### config.mk
export PLATFORM = sky130hd
export DESIGN_NAME = obi_line_arbiter
export DESIGN_NICKNAME = d
export VERILOG_FILES = /design/src/rtl/obi_line_arbiter.sv
export SDC_FILE = /design/constraint.sdc
export NUM_CORES = 2
export LEC_CHECK = 0
export BUFFER_PORTS_ARGS = -buffer_cell sky130_fd_sc_hd__buf_4
export CAP_MARGIN = 5
export CORE_AREA = 2 2 721 723
export CTS_CLUSTER_SIZE = 20
export DETAILED_ROUTE_END_ITERATION = 16
export DIE_AREA = 0 0 723 725
export GPL_TIMING_DRIVEN = 0
export PLACE_DENSITY_LB_ADDON = 0.1
export SYNTH_ARGS = -nofsm -noshare
export SYNTH_HDL_FRONTEND = slang
export SYNTH_SLANG_ARGS = --single-unit
### constraint.sdc
create_clock -name clk_i -period 3 [get_ports clk_i]
set_clock_uncertainty 0.05 [all_clocks]
set_input_delay 0.3 -clock clk_i [delete_from_list [all_inputs] [get_ports clk_i]]
set_output_delay 0.3 -clock clk_i [all_outputs]
set_load 0.02 [all_outputs]
### src/rtl/obi_line_arbiter.sv
// rtl/obi_line_arbiter.sv - round-robin cache-line arbiter serializing lines onto one OBI master
//
// Accepts line requests from NUM_CH cache channels, grants one at a time in
// round-robin order, splits the line into LINE_WIDTH/32 OBI beats (pipelined,
// in order), gathers read data and returns the whole line to the requester.
//
// Ports:
//   clk_i, rst_ni        clock, asynchronous active-low reset
//   in_req_*             per-channel line request (valid/ready, rw, addr, byteen, data, tag)
//   in_rsp_*             read line response (one-hot valid per channel, shared data/tag)
//   obi_*                shared OBI master port (req/gnt address phase, rvalid/rdata response)
//
// Build option:
//   OBI_LINE_ARB_WSKIP_EN  when defined, write beats with all-zero byte enables
//                          are skipped instead of being issued on OBI.

module obi_line_arbiter #(
  parameter int NUM_CH     = 2,
  parameter int LINE_WIDTH = 512,
  parameter int ADDR_WIDTH = 26,
  parameter int TAG_WIDTH  = 8
) (
  input  logic                           clk_i,
  input  logic                           rst_ni,
  input  logic [NUM_CH-1:0]              in_req_valid,
  output logic [NUM_CH-1:0]              in_req_ready,
  input  logic [NUM_CH-1:0]              in_req_rw,
  input  logic [NUM_CH*ADDR_WIDTH-1:0]   in_req_addr,
  input  logic [NUM_CH*LINE_WIDTH/8-1:0] in_req_byteen,
  input  logic [NUM_CH*LINE_WIDTH-1:0]   in_req_data,
  input  logic [NUM_CH*TAG_WIDTH-1:0]    in_req_tag,
  output logic [NUM_CH-1:0]              in_rsp_valid,
  input  logic [NUM_CH-1:0]              in_rsp_ready,
  output logic [LINE_WIDTH-1:0]          in_rsp_data,
  output logic [TAG_WIDTH-1:0]           in_rsp_tag,
  output logic                           obi_req_o,
  output logic                           obi_we_o,
  output logic [31:0]                    obi_addr_o,
  output logic [3:0]                     obi_be_o,
  output logic [31:0]                    obi_wdata_o,
  input  logic                           obi_gnt_i,
  input  logic                           obi_rvalid_i,
  input  logic [31:0]                    obi_rdata_i
);

  localparam int BEATS = LINE_WIDTH / 32;
  localparam int LB    = $clog2(LINE_WIDTH / 8);
  localparam int BW    = (BEATS > 1) ? $clog2(BEATS) : 1;
  localparam int PW    = $clog2(BEATS + 1);
  localparam int CW    = (NUM_CH > 1) ? $clog2(NUM_CH) : 1;
  localparam int FAW   = ADDR_WIDTH + LB;

  localparam logic [1:0] S_IDLE  = 2'd0;
  localparam logic [1:0] S_ISSUE = 2'd1;
  localparam logic [1:0] S_DRAIN = 2'd2;
  localparam logic [1:0] S_RESP  = 2'd3;

  logic [1:0]                 state;
  logic [CW-1:0]              rr;
  logic [CW-1:0]              ch_q;
  logic                       rw_q;
  logic [ADDR_WIDTH-1:0]      addr_q;
  logic [BEATS-1:0][3:0]      be_q;
  logic [BEATS-1:0][31:0]     data_q;
  logic [TAG_WIDTH-1:0]       tag_q;
  logic [BEATS-1:0][31:0]     rbuf;
  logic [BW-1:0]              issue_cnt;
  logic [PW-1:0]              pend_cnt;
  logic [BW-1:0]              rsp_cnt;

  logic                       gnt_found;
  logic [CW-1:0]              gnt_idx;
  logic                       in_issue;
  logic                       beat_skip;
  logic                       obi_hs;
  logic                       advance;
  logic                       rv;
  logic                       drain_done;
  logic [FAW-1:0]             full_addr;

  // First valid channel at or after the round-robin pointer.
  always_comb begin
    gnt_found = 1'b0;
    gnt_idx   = '0;
    for (int i = 0; i < NUM_CH; i++) begin
      if (!gnt_found && in_req_valid[(int'(rr) + i) % NUM_CH]) begin
        gnt_found = 1'b1;
        gnt_idx   = CW'((int'(rr) + i) % NUM_CH);
      end
    end
  end

  // Gated by rst_ni so the request handshake is quiet while reset is held.
  assign in_req_ready = (rst_ni && state == S_IDLE && gnt_found) ? (NUM_CH'(1) << gnt_idx) : '0;

  assign in_issue = (state == S_ISSUE);

`ifdef OBI_LINE_ARB_WSKIP_EN
  assign beat_skip = in_issue && rw_q && (be_q[issue_cnt] == 4'h0);
`else
  assign beat_skip = 1'b0;
`endif

  // Address, data and enables depend only on issue_cnt, which moves on a grant
  // (or a skip), so they stay stable while a request waits for gnt.
  assign full_addr   = (FAW'(addr_q) << LB) | (FAW'(issue_cnt) << 2);
  assign obi_req_o   = in_issue && !beat_skip;
  assign obi_we_o    = obi_req_o && rw_q;
  assign obi_addr_o  = obi_req_o ? 32'(full_addr) : 32'h0;
  assign obi_wdata_o = obi_req_o ? data_q[issue_cnt] : 32'h0;
  assign obi_be_o    = !obi_req_o ? 4'h0 : (rw_q ? be_q[issue_cnt] : 4'hF);

  assign obi_hs  = obi_req_o && obi_gnt_i;
  assign advance = obi_hs || beat_skip;
  assign rv      = obi_rvalid_i && (state == S_ISSUE || state == S_DRAIN);

  // The final response may land in the cycle DRAIN exits; it is written to the
  // buffer on that same edge, so the line is complete when RESP starts.
  assign drain_done = (pend_cnt == PW'(rv));

  assign in_rsp_valid = (state == S_RESP) ? (NUM_CH'(1) << ch_q) : '0;
  assign in_rsp_data  = (state == S_RESP) ? rbuf : '0;
  assign in_rsp_tag   = (state == S_RESP) ? tag_q : '0;

  always_ff @(posedge clk_i or negedge rst_ni) begin
    if (!rst_ni) begin
      state     <= S_IDLE;
      rr        <= '0;
      ch_q      <= '0;
      rw_q      <= 1'b0;
      addr_q    <= '0;
      be_q      <= '0;
      data_q    <= '0;
      tag_q     <= '0;
      rbuf      <= '0;
      issue_cnt <= '0;
      pend_cnt  <= '0;
      rsp_cnt   <= '0;
    end else begin
      case (state)
        S_IDLE: begin
          if (gnt_found) begin
            ch_q      <= gnt_idx;
            rw_q      <= in_req_rw[gnt_idx];
            addr_q    <= in_req_addr[gnt_idx*ADDR_WIDTH +: ADDR_WIDTH];
            be_q      <= in_req_byteen[gnt_idx*(LINE_WIDTH/8) +: LINE_WIDTH/8];
            data_q    <= in_req_data[gnt_idx*LINE_WIDTH +: LINE_WIDTH];
            tag_q     <= in_req_tag[gnt_idx*TAG_WIDTH +: TAG_WIDTH];
            rr        <= (gnt_idx == CW'(NUM_CH - 1)) ? '0 : gnt_idx + 1'b1;
            issue_cnt <= '0;
            pend_cnt  <= '0;
            rsp_cnt   <= '0;
            state     <= S_ISSUE;
          end
        end
        S_ISSUE: begin
          if (advance && issue_cnt == BW'(BEATS - 1)) state <= S_DRAIN;
        end
        S_DRAIN: begin
          if (drain_done) state <= rw_q ? S_IDLE : S_RESP;
        end
        S_RESP: begin
          if (in_rsp_ready[ch_q]) state <= S_IDLE;
        end
        default: state <= S_IDLE;
      endcase

      if (state != S_IDLE) begin
        issue_cnt <= issue_cnt + BW'(advance);
        pend_cnt  <= pend_cnt + PW'(obi_hs) - PW'(rv);
        rsp_cnt   <= rsp_cnt + BW'(rv);
        if (rv && !rw_q) rbuf[rsp_cnt] <= obi_rdata_i;
      end
    end
  end

endmodule
# --- Word-level counts from Yosys, hierarchy flattened ---
# Cells that the tools add are included.
op_classes:
  bitwise_logic: 2
  n_reduce_logical: 20
  order_cmp: 7
  addsub: 6
  shift: 6
  muxes: 42
  n_mul: 1
  eq_ne: 9
op_table:
  columns: ["operator", "n"]
  rows:
  - ["$shiftx A1024 B11 Y512", 1]
  - ["$bwmux W512", 1]
  - ["$mux W512", 1]
  - ["$bmux W32 S4", 1]
  - ["$demux W32 S4", 1]
  - ["$mux W32", 4]
  - ["$shiftx A128 B8 Y64", 1]
  - ["$shiftx A52 B7 Y26", 1]
  - ["$or A32 B6 Y32", 1]
  - ["$mux W4", 7]
  - ["$bmux W4 S4", 1]
  - ["$shiftx A16 B5 Y8", 1]
  - ["$mux W5", 3]
  - ["$mux W1", 14]
  - ["$mux W2", 7]
  - ["$lt A4 B5 Y1 const B", 2]
  - ["$logic_and A1 B1 Y1", 9]
  - ["$add A4 B1 Y4", 2]
  - ["$mux W8", 1]
  - ["$pmux W2 S4", 1]
  - ["$lt A1 B2 Y1 const B", 3]
  - ["$reduce_and A2 Y1", 3]
  - ["$reduce_bool A2 Y1", 3]
  - ["$add A5 B1 Y5", 1]
  - ["17 further kinds", 23]
totals:
  word_cells: 150
  in_bits: 1262
  out_inout_bits: 594
  regBits: 1140

# --- Depth between registers and ports, before layout ---
logic_depth:
  ltp_word: 10
  mapped_depth: 14
  ltp_nobuf: 13

# --- Worst setup path after synthesis ---
# No wires, ideal clock.
synth_timing:
  path_kind: "register to register"
  startpoint: "register state[1]"
  endpoint: "register pend_cnt[4]"
  path_stages_with_launch: 15
  arrival_ns: 2.451
  t_required_ns: 2.855
  n_path_buf: 1
  synth_period_minus_slack_ns: 2.597
  path_slack_ns: 0.403
  setup_ns: 0.095
  path_cell_list: "dfrtp_1 -> inv_1 -> ha_1 -> clkbuf_1 -> nand2_1 -> inv_1 -> nand2_1 -> nand2_1 -> ha_1 -> inv_1 -> fa_1 -> nor2b_1 -> o21bai_1 -> and3_1 -> o31ai_1"
synth_between:
  elab_chain_len: 5
  elab_cells_between_ends: 13
  cone_classes: "2 x add/sub; 2 x eq/ne; 1 x mux; 8 x reduce/logical"
synth_lines:
  columns: ["element", "line_no", "text"]
  rows:
  - ["start, declared", "58", "logic [1:0] state;"]
  - ["start signal, assigned", "160", "if (drain_done) state <= rw_q ? S_IDLE : S_RESP;"]
  - ["$eq A2 B1 Y1 *", "96", "assign in_issue = (state == S_ISSUE);"]
  - ["named net obi_req_o", "36", "output logic obi_req_o,"]
  - ["$logic_and A1 B1 Y1 / $logic_or A1 B1 Y1 (equally long branches)", "113, 115", null]
  - ["$add A5 B1 Y5 / $logic_and A1 B1 Y1 (equally long branches)", "170, 115", null]
  - ["$sub A5 B1 Y5 *", "170", "pend_cnt <= pend_cnt + PW'(obi_hs) - PW'(rv);"]
  - ["$mux W5 *", "168", "if (state != S_IDLE) begin"]
  - ["end signal, assigned", "170", null]
  - ["end, declared", "68", "logic [PW-1:0] pend_cnt;"]
# Mark *: on every way through the listed nets, which the timed path passes. The rest lies on a longest branch.
# A chain may end at the register's enable or synchronous reset.

# --- Final worst setup path ---
layout_timing:
  startpoint: "register issue_cnt[0]"
  endpoint: "output port obi_wdata_o[11]"
layout_between:
  elab_chain_len: 3
layout_lines:
  columns: ["element", "line_no", "text"]
  rows:
  - ["start, declared", "67", "logic [BW-1:0] issue_cnt;"]
  - ["start signal, assigned", "169", "issue_cnt <= issue_cnt + BW'(advance);"]
  - ["$bmux W32 S4", "110", "assign obi_wdata_o = obi_req_o ? data_q[issue_cnt] : 32'h0;"]
  - ["$mux W32 (not written as such)", "110", null]
  - ["$mux W32", "110", null]
  - ["end, declared", "40", "output logic [31:0] obi_wdata_o,"]
# No other way between the ends. The select of a mux whose other input is x is not followed.

==> summary.md <==
| Metric | Value |
|---|---|
| Filler cells | ~57000 |
| Startpoint Class | flop |
| Clk_lat worst skew | roughly 860 ps |
| Final Slew Violations | 0 |
| Sequential fraction of design power | 29.3% |
| Final Worst Setup Slack | -670.2 ps |
| Pleak | 47.76 nW |
| Fin cells | 14818 |
| Status | complete, but fails checks |
| Post-synth EDFFs | 0 |
| Yosys top cell area share | 53.95% |
| Syn Inst Count | 4214 |
| Clock period minus worst slack | around 3700 ps |
| Register area share after synthesis | 53.95% |
| Final ANT Viol Nets | 0 |
| DR iter-0 viols | 5639 |
| Die area | roughly 0.52 mm^2 |
| Num CTS Buffers | 175 |
| Clk network pwr share | 25.0% |
| Share of layout cells above drive strength 1 | 46.45% |
| Area leader, netlist | dfrtp_1 |
| IO Port Bufs | 1853 |
| CP required | ~2700 ps |
| First-pass GRT wire length | 602800 um |
| Hold/Removal Path Class | in -> async |
| Floorplan row count | 264 |
| Crit Reg-Reg Startpoint | state[0] |
| Mapped cell area | 0.05287 mm^2 |
| Die Ht | 725 um |
| RePlAce Congestion | 0.8539 |
| Sw frac | 41.21% |
| Element type at the critical path end | output port |
| Area Growth Syn to Fin | 91.13% |
| Cell-internal power | 49.80 mW |
| H-tree depth | 4 |
| CTS sink count | about 1100 |
| Max frequency | between 200 and 300 MHz |
| Final setup violating endpoints | 147 |
| Initial antenna violation count | 296 |
| Starting Density | 10.25% |
| Pwr dens | 838.2 mW/mm^2 |
| Inst Count DP | around 13000 |
| Share of flip-flops with an asynchronous set or reset | 100.0% |
| DRC | 0 |
| VDD IR max | 452.6 uV |
| Post-synth top cells | dfrtp_1, inv_1, a222oi_1 |
| CP arrival | 3320 ps |
| CTS tree | yes |
| Slew at the pin closest to its max-slew limit | 1290 ps |
| Grt ovf | 0 |
| Clock transition at path regs | around 60 ps |
| Initial DRT Pass Iterations | 11 |
| Max Cap Viol | 0 |
| Cell variety after synth | a little over 50 |
| Period utilization | 122.3% |
| Count leader, synth | dfrtp_1 |
| DP HPWL | 386800 um |
| Core Box Area | 0.5160 mm^2 |
| Vias post-DR | 53619 |
| DR vias/cell | about 3.6 |
| RSZ-0062 raised after global routing | yes |
| Final WL | between 400000 and 500000 um |
| Setup CP Type | reg -> out |
| CTS root buffer | clkbuf_16 |
| Failing checks | negative hold slack, negative setup slack |
| Final hold violations | 200 |
| Synth area leaders | dfrtp_1, a222oi_1, mux2_2 |
| Reg2reg path depth | 12 |
| Top FF cell, synth | dfrtp_1 |
| Slew headroom | 13.98% |
| Largest net degree at the start of global routing | 149 |
| Power share of the combinational group | 45.8% |
| Reg2reg end | data_q[482] |
| Syn_area_per_cell | 12.55 um^2 |
| # IOs | 1856 |
| R2R Setup Slk | 30 ps |
| Post-DR wirelength/cell | 32.14 um |
| Worst slack at placement | -2140 ps |
| Die width | 723 um |
| Clock buffer depth | 4 |
| Flops & latches, synth | 1140 |
| P_sw | 34.90 mW |
| GRT Total Usage | about 17% |
| Critical-path maximum fanout | 6 |
| Final Hold Slack | -644.6 ps |
| YS warnings | 0 |
| Net count, final | 8931 |
| Vias in the first global route | 57177 |
layer usage:
metal / wire length, um / track usage (%) / up-vias
li1: - / - / 22760
met1: 174100 / 18.85 / 27653
met2: 259400 / 33.75 / 2355
met3: 25660 / 3.370 / 727
met4: 16350 / 4.874 / 124
met5: 777 / 0 / -
layout by cell type (no fill, tap or decap), types with 135 or more instances in the layout:
cell,count
and2_1,250
dfrtp_1,1137
clkbuf_1,135
mux4_2,144
clkbuf_16,219
buf_4,1578
mux2_2,501
buf_6,362
dlygate4sd3_1,1260
and2_4,301
a222oi_1,611
inv_1,628
logic make-up after synthesis:
family	share of synthesized area [%]
AOI/OAI and AO/OA	12.34
muxes	18.37
xor gates and xnor gates	0.09939
buffers and inverters	7.577
adders and majority gates	0.3692
DFF	53.95
other	0.007092
and+or+nand+nor	7.284
final cells by class:
| cell class | count | area, um^2 | area share (%) |
|---|---|---|---|
| antenna | 126 | 315.3 | 0.3120 |
| buffer | 388 | 2955 | 2.924 |
| clock buffer | 256 | 5106 | 5.053 |
| clock inverter | 43 | 544.3 | 0.5386 |
| inverter | 630 | 2365 | 2.340 |
| multi-input combinational | 2044 | 22030 | 21.80 |
| sequential | 1140 | 28530 | 28.23 |
| tap | 6916 | 8653 | 8.563 |
| timing repair buffer | 3275 | 30550 | 30.23 |
worst max path at each step:
stage            startpoint  cells after the start               to  slack, ps
3_3_place_gp         rst_ni                      1      data_q[297]     -15860
5_1_grt        issue_cnt[0]                      8   obi_wdata_o[5]       -830
6_report       issue_cnt[0]                      8  obi_wdata_o[11]       -670
3_5_place_dp   issue_cnt[0]                      7  obi_wdata_o[15]      -2140
2_1_floorplan      state[1]                     14      pend_cnt[4]        400
4_1_cts        issue_cnt[0]                      8   obi_wdata_o[5]       -930
critical path, cell delays in order, from the launching register on:
cell     delay (ps)
dfrtp_1         400
buf_12          150
buf_16          160
buf_16          160
buf_12          140
mux4_2          640
mux2i_4         420
o22ai_4         170
buf_6           170
what timing repair did:
action | in CTS | in global routing
endpoints found under the setup margin | 1673 | 1393
hold endpoints to repair | 983 | 133
resized for setup | 515 | 1110
pin swaps | 26 | 23
hold buffers | 1261 | 1
gates cloned | 7 | 25
setup buffers | 64 | 41
metrics by stage:
step / utilization, % / hold slack [ps] / cell area, um^2 / total power [mW] / TNS, ps
after floorplan: - / -45.59 / 52880 / 37.84 / 0
after global placement: 14.62 / 411.7 / 75440 / 56.04 / -
after detailed placement: 14.77 / 310.2 / 76180 / 56.64 / -1209690
after CTS: 18.87 / -677.6 / 97340 / 84.13 / -249210
after global routing: 19.56 / -642.7 / 100900 / 89.31 / -76790
final: 19.59 / -644.6 / 101100 / 84.70 / -23130
flip-flops by register name, indices dropped and copies added, names as in the netlist:
signal and count:
data_q 512, rbuf 512, be_q 64, addr_q 26
tag_q 8, pend_cnt 5, issue_cnt 4, rsp_cnt 4
state 2, ch_q 1, rr 1, rw_q 1
power groups by stage:
stage	Combinational, mW	Clock, mW	Sequential [mW]
2_1_floorplan	15.3	0	22.6
3_3_place_gp	31.2	0	24.9
3_5_place_dp	31.8	0	24.8
4_1_cts	37.3	22.2	24.7
5_1_grt	41.4	22.6	25.3
6_report	38.8	21.1	24.8
No activity file was read; power rests on OpenSTA's default activity.
